[src/rtl/mcmc_assignment_manager.sv]
// Purpose : holds the MCMC solver's current assignment, commits proposals, captures the first solution or flags timeout.
// Latency : start -> CHECK 1 cycle; handshake -> updated out_current_* 1 cycle; minimum 2 cycles per iteration.
// Backpr. : out_proposal_ready is high only in ISSUE; the engine waits there indefinitely until in_proposal_valid.
//
// Ports:
//   clk, rst                 rising-edge clock, synchronous active-high reset
//   in_start + in_initial_*  start pulse, budget and initial assignment (sampled only in IDLE/DONE)
//   out_current_*            registered current assignment, feeds the constraint checker
//   in_current_satisfied     checker verdict on out_current_*, sampled in CHECK
//   in_proposal_* / out_proposal_ready   proposal handshake from the search engine
//   out_*_valid_solution, out_solution_valid, out_timeout, out_busy, out_iteration_count   status
//
// Optional: define MCMC_RANDOM_RESTART_EN to add RESTART_PERIOD; every RESTART_PERIOD-th
// handshake reloads the assignment latched at start instead of the proposal.
module mcmc_assignment_manager #(
    parameter int NUM_BOOL = 8,
    parameter int NUM_INT  = 4,
    parameter int INT_W    = 8,
    parameter int ITER_W   = 16
`ifdef MCMC_RANDOM_RESTART_EN
    ,
    parameter int RESTART_PERIOD = 64
`endif
) (
    input  logic                       clk,
    input  logic                       rst,
    input  logic                       in_start,
    input  logic [ITER_W-1:0]          in_max_iterations,
    input  logic [NUM_BOOL-1:0]        in_initial_boolean,
    input  logic [NUM_INT*INT_W-1:0]   in_initial_integer,
    output logic [NUM_BOOL-1:0]        out_current_boolean,
    output logic [NUM_INT*INT_W-1:0]   out_current_integer,
    output logic                       out_proposal_ready,
    input  logic                       in_proposal_valid,
    input  logic                       in_proposal_accept,
    input  logic [NUM_BOOL-1:0]        in_proposal_boolean,
    input  logic [NUM_INT*INT_W-1:0]   in_proposal_integer,
    input  logic                       in_current_satisfied,
    output logic [NUM_BOOL-1:0]        out_boolean_valid_solution,
    output logic [NUM_INT*INT_W-1:0]   out_integer_valid_solution,
    output logic                       out_solution_valid,
    output logic                       out_timeout,
    output logic                       out_busy,
    output logic [ITER_W-1:0]          out_iteration_count
);

    typedef enum logic [1:0] {
        S_IDLE  = 2'd0,
        S_CHECK = 2'd1,
        S_ISSUE = 2'd2,
        S_DONE  = 2'd3
    } state_t;

    state_t            state;
    logic [ITER_W-1:0] budget;

`ifdef MCMC_RANDOM_RESTART_EN
    localparam int RC_W = $clog2(RESTART_PERIOD + 1);

    logic [NUM_BOOL-1:0]      init_boolean;
    logic [NUM_INT*INT_W-1:0] init_integer;
    logic [RC_W-1:0]          restart_cnt;
`endif

    always_ff @(posedge clk) begin
        if (rst) begin
            state                      <= S_IDLE;
            budget                     <= '0;
            out_current_boolean        <= '0;
            out_current_integer        <= '0;
            out_proposal_ready         <= 1'b0;
            out_boolean_valid_solution <= '0;
            out_integer_valid_solution <= '0;
            out_solution_valid         <= 1'b0;
            out_timeout                <= 1'b0;
            out_busy                   <= 1'b0;
            out_iteration_count        <= '0;
`ifdef MCMC_RANDOM_RESTART_EN
            init_boolean               <= '0;
            init_integer               <= '0;
            restart_cnt                <= '0;
`endif
        end else begin
            case (state)
                S_IDLE, S_DONE: begin
                    // Solution registers are deliberately not cleared here: they
                    // keep the last captured solution until a new one is found.
                    if (in_start) begin
                        out_current_boolean <= in_initial_boolean;
                        out_current_integer <= in_initial_integer;
                        budget              <= in_max_iterations;
                        out_iteration_count <= '0;
                        out_solution_valid  <= 1'b0;
                        out_timeout         <= 1'b0;
                        out_busy            <= 1'b1;
`ifdef MCMC_RANDOM_RESTART_EN
                        init_boolean        <= in_initial_boolean;
                        init_integer        <= in_initial_integer;
                        restart_cnt         <= '0;
`endif
                        state               <= S_CHECK;
                    end
                end

                S_CHECK: begin
                    // A satisfied assignment beats an exhausted budget.
                    if (in_current_satisfied) begin
                        out_boolean_valid_solution <= out_current_boolean;
                        out_integer_valid_solution <= out_current_integer;
                        out_solution_valid         <= 1'b1;
                        out_busy                   <= 1'b0;
                        state                      <= S_DONE;
                    end else if (out_iteration_count == budget) begin
                        out_timeout <= 1'b1;
                        out_busy    <= 1'b0;
                        state       <= S_DONE;
                    end else begin
                        out_proposal_ready <= 1'b1;
                        state              <= S_ISSUE;
                    end
                end

                S_ISSUE: begin
                    if (in_proposal_valid) begin
                        out_iteration_count <= out_iteration_count + ITER_W'(1);
                        out_proposal_ready  <= 1'b0;
                        state               <= S_CHECK;
`ifdef MCMC_RANDOM_RESTART_EN
                        // The handshake that completes a period restarts from
                        // the start assignment regardless of the accept bit.
                        if (restart_cnt == RC_W'(RESTART_PERIOD - 1)) begin
                            out_current_boolean <= init_boolean;
                            out_current_integer <= init_integer;
                            restart_cnt         <= '0;
                        end else begin
                            restart_cnt <= restart_cnt + RC_W'(1);
                            if (in_proposal_accept) begin
                                out_current_boolean <= in_proposal_boolean;
                                out_current_integer <= in_proposal_integer;
                            end
                        end
`else
                        if (in_proposal_accept) begin
                            out_current_boolean <= in_proposal_boolean;
                            out_current_integer <= in_proposal_integer;
                        end
`endif
                    end
                end

                default: state <= S_IDLE;
            endcase
        end
    end

endmodule

[config.mk]
export PLATFORM = sky130hd
export DESIGN_NAME = mcmc_assignment_manager
export DESIGN_NICKNAME = d
export VERILOG_FILES = /design/src/rtl/mcmc_assignment_manager.sv
export SDC_FILE = /design/constraint.sdc
export NUM_CORES = 1
export LEC_CHECK = 0
export ABC_CLOCK_PERIOD_IN_PS = 2050
export CORE_MARGIN = 8
export CORE_UTILIZATION = 43
export CTS_CLUSTER_DIAMETER = 60
export CTS_CLUSTER_SIZE = 14
export DETAILED_ROUTE_END_ITERATION = 10
export PLACE_DENSITY = 0.8
export SYNTH_ARGS = -nofsm -noshare
export SYNTH_HDL_FRONTEND = slang
export SYNTH_SLANG_ARGS = --single-unit
[constraint.sdc]
create_clock -name clk -period 2.05 [get_ports clk]
set_input_delay 0.5125 -clock clk [delete_from_list [all_inputs] [get_ports clk]]
set_output_delay 0.5125 -clock clk [all_outputs]
set_load 0.02 [all_outputs]
Yosys cells after proc, flatten, opt, wreduce, memory -nomap -nowiden
Cells that the tools add are included.

cells by class
  equality and inequality tests = 12
  reductions and logical operators = 14
  muxes and demuxes = 30
  add/sub/neg operators = 1

operator list
  operator                                                               count
  32-bit two-way mux                                                     3
  32-bit one-hot mux with 2 select lines                                 1
  16-bit two-way mux                                                     2
  16-bit one-hot mux with 2 select lines                                 1
  8-bit two-way mux                                                      3
  16-bit by 1-bit adder with 16-bit output, second input constant        1
  16-bit equality test                                                   1
  8-bit one-hot mux with 2 select lines                                  1
  2-bit != test, second input constant                                   7
  1-bit two-way mux                                                      12
  4-bit AND reduction                                                    3
  3-bit AND reduction                                                    3
  1-bit one-hot mux with 2 select lines                                  4
  2-bit one-hot mux with 3 select lines                                  1
  2-bit AND reduction                                                    3
  2-bit nonzero test                                                     3
  2-bit equality test, second input constant                             2
  2-bit two-way mux                                                      2
  3-bit != test, second input constant                                   1
  2-bit by 1-bit equality test with 1-bit output, second input constant  1
  2-bit zero test                                                        1
  2-bit OR reduction                                                     1

storage, ports and cells
  register bits after elaboration = 118
  word-level logic and storage cells = 68
  input bits = 102
  output and inout bits = 100

Longest topological paths before layout
Gate-level depths: netlist of run 1.

  depth after elaboration = 4
  depth in mapped cells = 9

Least setup slack after synthesis of run 1
OpenSTA, ideal clock, no wires.

  path kind = register to register
  start point = register state[0]
  end point = register out_current_boolean[0]
  path slack = 0.223 ns
  cell stages (with the launch flop) = 10
  arrival time = 1.692 ns
  buffers on the path = 3
  path through = dfxtp_1 > inv_1 > ha_1 > or2_1 > buf_4 > a41o_1 > buf_2 > buf_2 > nor2_1 > a211oi_1

between the ends
  cells in the longest elaborated chain, start to end = 4

ends and longest elaborated chain
  what                                                                  RTL line  source
  start: declaration                                                    54        state_t state;
  start signal: assignment                                              67        state <= S_IDLE;
  start signal: assignment                                              101       state <= S_CHECK;
  start signal: assignment                                              112       state <= S_DONE;
  2-bit equality test / 2-bit zero test (equally long branches)         84        case (state)
  2-bit OR reduction                                                    84
  2-bit != test (no line) / 2-bit nonzero test (equally long branches)  --
  4-bit AND reduction (no line)                                         --
  end signal: assignment                                                89        out_current_boolean <= in_initial_boolean;
  end signal: assignment                                                144       out_current_boolean <= in_proposal_boolean;
  end: declaration                                                      31        output logic [NUM_BOOL-1:0] out_current_boolean,

Parallel ways exist; a longest one is shown, timed or not.
A chain may end at the register's enable or synchronous reset.

Worst setup path in the final report of run 1
  start point = register out_iteration_count[6]
  end point = output out_iteration_count[6]

RTL lines
  what                      RTL line  source
  start: declaration        44        output logic [ITER_W-1:0] out_iteration_count
  start signal: assignment  125       out_iteration_count <= out_iteration_count + ITER_W'(1);

No word-level cell between the ends.

==> impl_metrics.tcl, run 1 <==
set metrics [dict create \
    outcome "finished, final reports clean" \
    min_path_type "reg2reg" \
    clock_sinks 118 \
    path_clk_slew_ns 0.05 \
    antenna_found_initial 0 \
    crit_type "reg2out" \
    cp_data_required_time_ns 1.54 \
    powerDensity_mw_per_mm2 1030 \
    skew_ns 0.00624 \
    rsz0062_at_grt "false" \
    syn_to_final_growth_pct 56.7 \
    drive_gt1_share_pct 7.50 \
    layout.cells.non_filler 930 \
    clk_latency_ns 0.40 \
    fp.dieH_um 124 \
    overflow 0 \
    gp_congestion 0.821 \
    whs_endpoint "out_boolean_valid_solution[6]" \
    dpl.hpwl_um 12000 \
    avgSynthCellArea_um2 8.55 \
    avgViaCountPerCell 5.26 \
    cp.buffers_inverters 1 \
    cpLargestDelayFamily "buffers and inverters" \
    max_stage_delay_ns 0.65 \
    hold_start "out_boolean_valid_solution[6]" \
    drt-met1-wl_um 6500 \
    worstMarginPinSlew_ns 0.467 \
    crit_fanout 5 \
    drc 0 \
    highest_layer "met4" \
    cts-root-buf "clkbuf_16" \
    cts_tree "done" \
    track_usage_pct 21.6 \
    fin_util_pct 68.6 \
    worst_hold_slack_ns 0.453 \
    end_kind "output pin" \
    fillers 871 \
    reg2reg_depth 6 \
    regToRegSetupSlack_ns 0.09 \
    hold_buffers 0 \
    synth.distinct_cells 43 \
    n_antenna_cell 0 \
    maxCapViolCount 0 \
    wl_met2_um 8320 \
    die_area_mm2 0.0153 \
    fmax_ghz 0.500 \
    die_w_um 124 \
    cts_made_buffers 17 \
    final_common_cell "clkdlybuf4s50_1" \
    slew_headroom_pct 68.8 \
    coreArea_mm2 0.0114 \
    num_vias 4896 \
    worst_slack_ns 0.0501 \
    pre_cts_ws_ns -0.308 \
    clock_path_buffers 2 \
    leakage_nw 2.93 \
    finalMaxSlewViolations 0 \
    startpoint "out_iteration_count[6]" \
    initial_core_util_pct 43.8 \
    wl_met3_um 1720 \
    drt-initial-drc-count 276 \
    grt_pass1_vias 5124 \
    synthFlopType "dfxtp_1" \
    synth_seq_cells 118 \
    portBuffers 201 \
    grt_max_degree 64 \
    ant_nets 0 \
    synth-edff-count 0 \
    cp_slowest_cell "clkdlybuf4s50_1" \
    multiInputGateArea_mm2 0.00239 \
    first_pass_iters 4 \
    ios 202 \
    start_kind "flop" \
    syn_area_mm2 0.00498 \
    setup_viol 0 \
    wirelength_um 16800 \
    r2r-end "out_current_integer[8]" \
    ir_worst_vdd_v 0.000640 \
    grt_pass1_wl_um 25800 \
    arrival_ns 1.49 \
    yosysWarningCount 0 \
    placed_cells 897 \
    finalHoldViolations 0 \
    layout_common_cells "clkdlybuf4s50_1 (190), nand2_1 (123), dfxtp_1 (118)" \
    ys_async_sr_fraction_pct 0 \
    netlist_instances 582 \
    p_total_mw 8.05 \
    regArea_mm2 0.00236 \
    finalCritPeriodShare_pct 97.6 \
    ys_seq_area_share_pct 47.5 \
    finalCriticalPeriod_ns 2.00 \
    holdPathStages 2 \
    wl_per_cell_um 18.1 \
    path_cells "clkdlybuf4s50_1" \
    num_rows 39 \
    num-nets-final 879 \
    postCtsSetupBuffers 0 \
    htreeDepth 4 \
    synth_fp_nets 687 \
    reg2reg_from "state[0]" \
]
-- stage by stage --
| step | TNS (ns) | cell area, µm² |
|---|---|---|
| after floorplan | 0 | 4980 |
| after global placement | -4.32 | 7140 |
| after detailed placement | -9.87 | 7140 |
| after CTS | 0 | 7750 |
| after global routing | 0 | 7800 |
| final | 0 | 7800 |
-- registers in the layout, indices dropped and copies added, names as in the netlist, 2 cells and up --
| name | flops |
|---|---|
| out_current_integer | 32 |
| out_integer_valid_solution | 32 |
| budget | 16 |
| out_iteration_count | 16 |
| out_boolean_valid_solution | 8 |
| out_current_boolean | 8 |
| state | 2 |
-- power by group --
group / leakage (nW) / internal, mW / switching, mW / total [mW]
logic: 1.67 / 1.01 / 1.20 / 2.21
clock network: 0.295 / 2.01 / 1.03 / 3.04
registers: 0.965 / 2.59 / 0.215 / 2.80
total: 2.93 / 5.61 / 2.45 / 8.05
-- kinds of logic after synthesis --
group           count (synthesis)  synth area share [%]
flops                         118                  47.5
simple gates                  214                  18.9
fa+ha+maj                       3                 0.754
mux                            42                  8.47
compound gates                133                  16.5
buf+inv                        54                  4.78
xor+xnor                       18                  3.17
-- worst max-delay path by stage --
stage	endpoint	slack, ns	cells past startpoint
floorplan	out_current_boolean[0]	0.22	9
global placement	out_iteration_count[15]	-0.22	5
detailed placement	out_iteration_count[15]	-0.31	5
CTS	out_iteration_count[15]	0.01	6
global route	out_iteration_count[1]	0.004	1
finish	out_iteration_count[6]	0.05	1
-- routing by layer --
layer | GRT usage (%) | vias up
met1 | 22.8 | 2306
met3 | 9.79 | 20
met2 | 36.7 | 169
met4 | 9.03 | 0
met5 | 0 | -
li1 | - | 2401
-- area by class of cell --
class / instances / area share (%)
multi-input cells: 410 / 30.6
flip-flops and latches: 118 / 30.3
repair buffers: 220 / 28.5
clock buffers: 21 / 6.03
well taps: 143 / 2.29
clock inverters: 11 / 1.91
inverters: 7 / 0.337
-- synthesized netlist by cell type, types with 2 or more instances --
cell type	number	area share, %
nand2_1	123	9.3
xor2_1	17	3.0
clkbuf_1	25	1.9
ha_1	3	0.75
dfxtp_1	118	47
buf_2	15	1.5
nand2b_1	4	0.50
nand3_1	4	0.40
o31ai_1	7	1.1
inv_1	7	0.53
buf_4	2	0.30
and2_1	3	0.38
a21oi_1	71	7.1
mux2i_1	41	8.2
or3_1	4	0.50
o21ai_0	5	0.50
nand4_1	5	0.63
nor4_1	4	0.50
nor2_1	49	3.7
a211oi_1	40	6.0
buf_1	3	0.23
nor3_1	2	0.20
o21a_1	2	0.30
or4_1	8	1.2
a32oi_1	2	0.35
-- timing repair --
| action | CTS | global route |
|---|---|---|
| pin swaps | 0 | 1 |
| cloned | 0 | 1 |
| resized for setup | 6 | 7 |
| setup endpoints to repair | 6 | 27 |
-- worst reg2reg max path, stage by stage, from the launching register on --
cell and delay (ns):
dfxtp_1 0.35, inv_1 0.06, ha_2 0.31, or2_4 0.28, a41o_2 0.35, clkbuf_16 0.23, a211oi_1 0.28
(Power assumes the default switching activity.)
==> run 2: changes to the inputs <==
Settings changed: ABC_AREA set to 1.
==> impl_metrics.tcl, run 2 <==
set metrics [dict create \
    outcome "finished, final reports clean" \
    syn_to_final_growth_pct 58.0 \
    yosys-top-cells-area "dfxtp_1 (48%), nand2_1 (13%), o21ai_0 (9.9%), nor2_1 (8.4%), a31oi_1 (5.1%)" \
    internal_power_mw 6.65 \
    pwr-share-clk_pct 29.9 \
    end_kind "output pin" \
    n_antenna_cell 0 \
    finalCritPeriodShare_pct 98.0 \
    cpLargestDelayFamily "buffers and inverters" \
    num_vias 5297 \
    wirelength_um 16700 \
    placed_cell_area_mm2 0.00721 \
    track_usage_pct 22.1 \
    num-nets-final 1007 \
    fin_area_mm2 0.00783 \
    final.setup.tns_ns 0 \
    path_cells "clkdlybuf4s50_1" \
    switching_share_pct 35.1 \
    yosysMostFrequentCell "nand2_1" \
    fmax_ghz 0.498 \
    slew_headroom_pct 75.7 \
    layout_common_cells "clkdlybuf4s50_1 (195), nand2_1 (168), dfxtp_1 (118)" \
    cts_tree "done" \
    setup_viol 0 \
    arrival_ns 1.50 \
    htreeDepth 4 \
    dpl.hpwl_um 12300 \
    overflow 0 \
    portBuffers 201 \
    netlist_top_cells_count "nand2_1 (168), dfxtp_1 (118), nor2_1 (111)" \
    ys_async_sr_fraction_pct 0 \
    ant_nets 0 \
    antenna_found_initial 0 \
    wl_per_cell_um 15.8 \
    cp_slowest_cell "clkdlybuf4s50_1" \
    synth_area_leader_cell "dfxtp_1" \
    synthFlopType "dfxtp_1" \
    synth.distinct_cells 24 \
    initial_core_util_pct 43.8 \
    finalMaxSlewViolations 0 \
    die_area_mm2 0.0152 \
    p_switching_mw 3.60 \
    grt_pass1_wl_um 26100 \
    regToRegSetupSlack_ns 0.25 \
    ios 202 \
    clock_path_buffers 2 \
    seq_power_share_pct 32.2 \
    reg2reg_from "state[0]" \
    avgViaCountPerCell 5.01 \
    max_stage_delay_ns 0.66 \
    grt_pass1_vias 5188 \
    synth-edff-count 0 \
    drt-initial-drc-count 309 \
    reg2reg_depth 10 \
    path_clk_slew_ns 0.05 \
    cp.depth 1 \
    gp_congestion 0.836 \
    post-synth-top-area-fraction_pct 47.7 \
    crit_fanout 6 \
    skew_ns 0.00666 \
    grt_max_degree 49 \
    fp.dieH_um 123 \
    syn_area_mm2 0.00495 \
    powerDensity_mw_per_mm2 1310 \
    start_kind "flop" \
    synth_seq_cells 118 \
    avgSynthCellArea_um2 7.07 \
    clk_latency_ns 0.41 \
    pwr-share-comb_pct 37.9 \
    finalCriticalPeriod_ns 2.01 \
    ys_seq_area_share_pct 47.7 \
    cp.buffers_inverters 1 \
    cts_made_buffers 17 \
    netlist_instances 701 \
    num_rows 39 \
    postCtsSetupBuffers 0 \
    worstMarginPinSlew_ns 0.364 \
    drive_gt1_share_pct 7.00 \
    min_path_type "reg2reg" \
    first_pass_iters 5 \
    p_total_mw 10.2 \
    coreArea_mm2 0.0113 \
    maxCapViolCount 0 \
    fin_util_pct 69.1 \
    clock_sinks 118 \
    cp_data_required_time_ns 1.54 \
    r2r-end "out_current_integer[24]" \
    die_w_um 123 \
    yosysWarningCount 0 \
    top_regs "out_current_integer x32, out_integer_valid_solution x32" \
    finalHoldViolations 0 \
    synth_fp_nets 806 \
    startpoint "out_iteration_count[1]" \
    ir_worst_vdd_v 0.000779 \
    cts-root-buf "clkbuf_16" \
    worstSetupEndpoint "out_iteration_count[1]" \
    final_common_cell "clkdlybuf4s50_1" \
    leakage_nw 3.22 \
    crit_type "reg2out" \
    drc 0 \
]
-- run 2: cell count changes after synthesis, sizes merged, moves of 41 or more --
cell | previous run | this run
nand2 | 123 | 170
inv | 7 | 51
nor2 | 49 | 113
o21ai | 5 | 107
mux2i | 41 | 0
-- run 2: final cells by class --
class / count / area (µm²)
Multi-Input combinational cell: 493 / 2250
Clock buffer: 20 / 457
Inverter: 51 / 191
Timing Repair Buffer: 221 / 2230
Sequential cell: 118 / 2360
Fill cell: 930 / 3500
Tap cell: 143 / 179
Clock inverter: 11 / 155
-- run 2: kinds of logic after synthesis --
kind of cell | synth area share, %
DFF | 47.7
adders and majority gates | 0.758
AOI/OAI and AO/OA | 19.6
buffers and inverters | 6.97
and+or+nand+nor | 25.0
-- run 2: what timing repair did --
item,in CTS,in global routing
hold buffers,0,0
endpoints found under the setup margin,2,4
resized for setup,2,4
-- run 2: metal layers --
metal  global-route usage, %  routed length [µm]  vias to the layer above  part of all wire [%]
met1                    23.8                6660                     2384                    40
met5                       0                   0                        -                     0
met2                    36.7                8030                      176                    48
met4                    8.95                 374                        0                   2.2
li1                        -                   -                     2707                     -
met3                    10.5                1620                       30                   9.7
-- run 2: how the worst min path moves through the flow --
stage / end / slack [ns] / startpoint / depth (start not counted)
floorplan: budget[0] / 0.44 / budget[0] / 2
global placement: out_timeout / 0.43 / out_timeout / 2
detailed placement: out_busy / 0.45 / out_busy / 2
CTS: out_busy / 0.46 / out_busy / 2
global route: out_timeout / 0.49 / out_timeout / 2
finish: out_busy / 0.46 / out_busy / 2
-- run 2: through the flow --
stage	std cells	setup slack [ns]	hold WS (ns)
2_1_floorplan	701	0.360	0.444
6_report	1057	0.0416	0.456
3_3_place_gp	1026	0.0183	0.433
4_1_cts	1057	0.00185	0.459
5_1_grt	1057	-0.000808	0.494
3_5_place_dp	1026	-0.0266	0.452
-- run 2: power by group through the flow --
stage	logic [mW]	clock network, mW	registers (mW)
detailed placement	3.88	0	3.32
global route	4.24	3.21	3.36
CTS	3.91	3.11	3.29
floorplan	1.46	0	3.85
global placement	3.85	0	3.31
finish	3.88	3.07	3.30
==> run 3: changes to the inputs <==
Settings changed: ABC_AREA 1 to unset, CORE_MARGIN 8 to 2.
==> impl_metrics.tcl, run 3 (same netlist as run 1, synthesis figures left out) <==
set metrics [dict create \
    drt-initial-drc-count 250 \
    multiInputGateArea_mm2 0.00243 \
    arrival_ns 1.49 \
    die_area_mm2 0.0124 \
    wirelength_um 15200 \
    clock_path_buffers 2 \
    layout_common_cells "clkdlybuf4s50_1 (191), nand2_1 (123), dfxtp_1 (118)" \
    skew_ns 0.00680 \
    grt_pass1_wl_um 24100 \
    final.setup.tns_ns 0 \
    maxCapViolCount 0 \
    powerDensity_mw_per_mm2 1030 \
    worst_slack_ns 0.0445 \
    min_path_type "reg2reg" \
    htreeDepth 4 \
    path_cells "clkdlybuf4s50_1" \
    n_antenna_cell 0 \
    placed_cell_area_mm2 0.00718 \
    drc 0 \
    num-nets-final 883 \
    avgViaCountPerCell 5.34 \
    gp_congestion 0.807 \
    layout.cells.non_filler 934 \
    clock_sinks 118 \
    cts_tree "done" \
    worstMarginPinSlew_ns 0.482 \
    first_pass_iters 6 \
    cpLargestDelayFamily "buffers and inverters" \
    cts_made_buffers 17 \
    syn_to_final_growth_pct 58.9 \
    fillers 864 \
    outcome "finished, final reports clean" \
    ios 202 \
    grt_max_degree 49 \
    ant_nets 0 \
    max_stage_delay_ns 0.65 \
    slew_headroom_pct 67.6 \
    grt_pass1_vias 4924 \
    die_w_um 112 \
    end_kind "output pin" \
    ir_worst_vdd_v 0.000634 \
    fp.dieH_um 112 \
    top_regs "out_current_integer x32, out_integer_valid_solution x32" \
    setup_viol 0 \
    num_vias 4989 \
    fin_util_pct 69.5 \
    finalMaxSlewViolations 0 \
    cp_slowest_cell "clkdlybuf4s50_1" \
    fin_area_mm2 0.00791 \
    portBuffers 201 \
    wl_per_cell_um 16.3 \
    clk_latency_ns 0.41 \
    finalHoldViolations 0 \
    path_clk_slew_ns 0.05 \
    regArea_mm2 0.00236 \
    initial_core_util_pct 43.8 \
    worst_hold_slack_ns 0.452 \
    cts-root-buf "clkbuf_16" \
    track_usage_pct 24.1 \
    drive_gt1_share_pct 8.72 \
    fmax_ghz 0.499 \
    overflow 0 \
    leakage_nw 2.99 \
    postCtsSetupBuffers 0 \
    crit_fanout 5 \
    finalCriticalPeriod_ns 2.01 \
    dpl.hpwl_um 10600 \
    final_common_cell "clkdlybuf4s50_1" \
    placed_cells 901 \
    start_kind "flop" \
    coreArea_mm2 0.0114 \
    pre_cts_ws_ns -0.261 \
    antenna_found_initial 0 \
    cp.buffers_inverters 1 \
    rsz0062_at_grt "false" \
    cp_data_required_time_ns 1.54 \
    crit_type "reg2out" \
    num_rows 39 \
    p_total_mw 8.18 \
    finalCritPeriodShare_pct 97.8 \
]
[run 3: changes by cell type in the layout (fill, tap and decap cells not counted), sizes merged, moves of 37 or more]
cell	before	now
inv	51	8
mux2i	0	41
a31oi	40	0
nor2	113	49
a21oi	34	71
nand2	170	123
o21ai	107	5
a211oi	0	40
[run 3: path summary, 6_finish.rpt]
kind              slack [ns]  cells after the start                     startpoint                             to
setup / recovery        0.04                      1         out_iteration_count[2]         out_iteration_count[2]
hold / removal          0.45                      2  out_integer_valid_solution[0]  out_integer_valid_solution[0]
setup reg to reg        0.06                      7                       state[0]         out_current_integer[8]
hold reg to reg         0.45                      2  out_integer_valid_solution[0]  out_integer_valid_solution[0]
[run 3: worst reg2reg max path, stage by stage, from the launching register on]
cell and delay, ns:
dfxtp_1 0.37, inv_1 0.06, ha_2 0.30, or2_4 0.26
buf_4 0.15, a41o_4 0.32, clkbuf_16 0.21, a211oi_1 0.22
[run 3: layout make-up]
type	instances	area share [%]
clock inverter	12	2.22
clock buffer	20	5.78
sequential	118	29.9
timing repair buffer	224	28.8
inverter	7	0.332
tap	143	2.26
multi-input combinational	410	30.8
[run 3: per-layer routing]
| layer | share of wire (%) | GRT usage, % | routed length [µm] | up-vias |
|---|---|---|---|---|
| li1 | - | - | - | 2410 |
| met1 | 39 | 26.3 | 5910 | 2336 |
| met2 | 51 | 43.0 | 7720 | 217 |
| met3 | 8.3 | 8.38 | 1260 | 26 |
| met4 | 2.3 | 9.47 | 358 | 0 |
| met5 | 0 | 0 | 0 | - |
[run 3: timing repair]
action | 4_1_cts | 5_1_grt
gates cloned | 0 | 1
endpoints found under the setup margin | 3 | 47
pin swaps | 0 | 1
hold buffers | 0 | 0
resized for setup | 3 | 16
[run 3: where the power goes]
part / internal, mW / total, mW / switching [mW] / leakage [nW]
clock network: 2.10 / 3.14 / 1.04 / 0.302
logic: 1.06 / 2.25 / 1.19 / 1.72
registers: 2.59 / 2.80 / 0.212 / 0.965
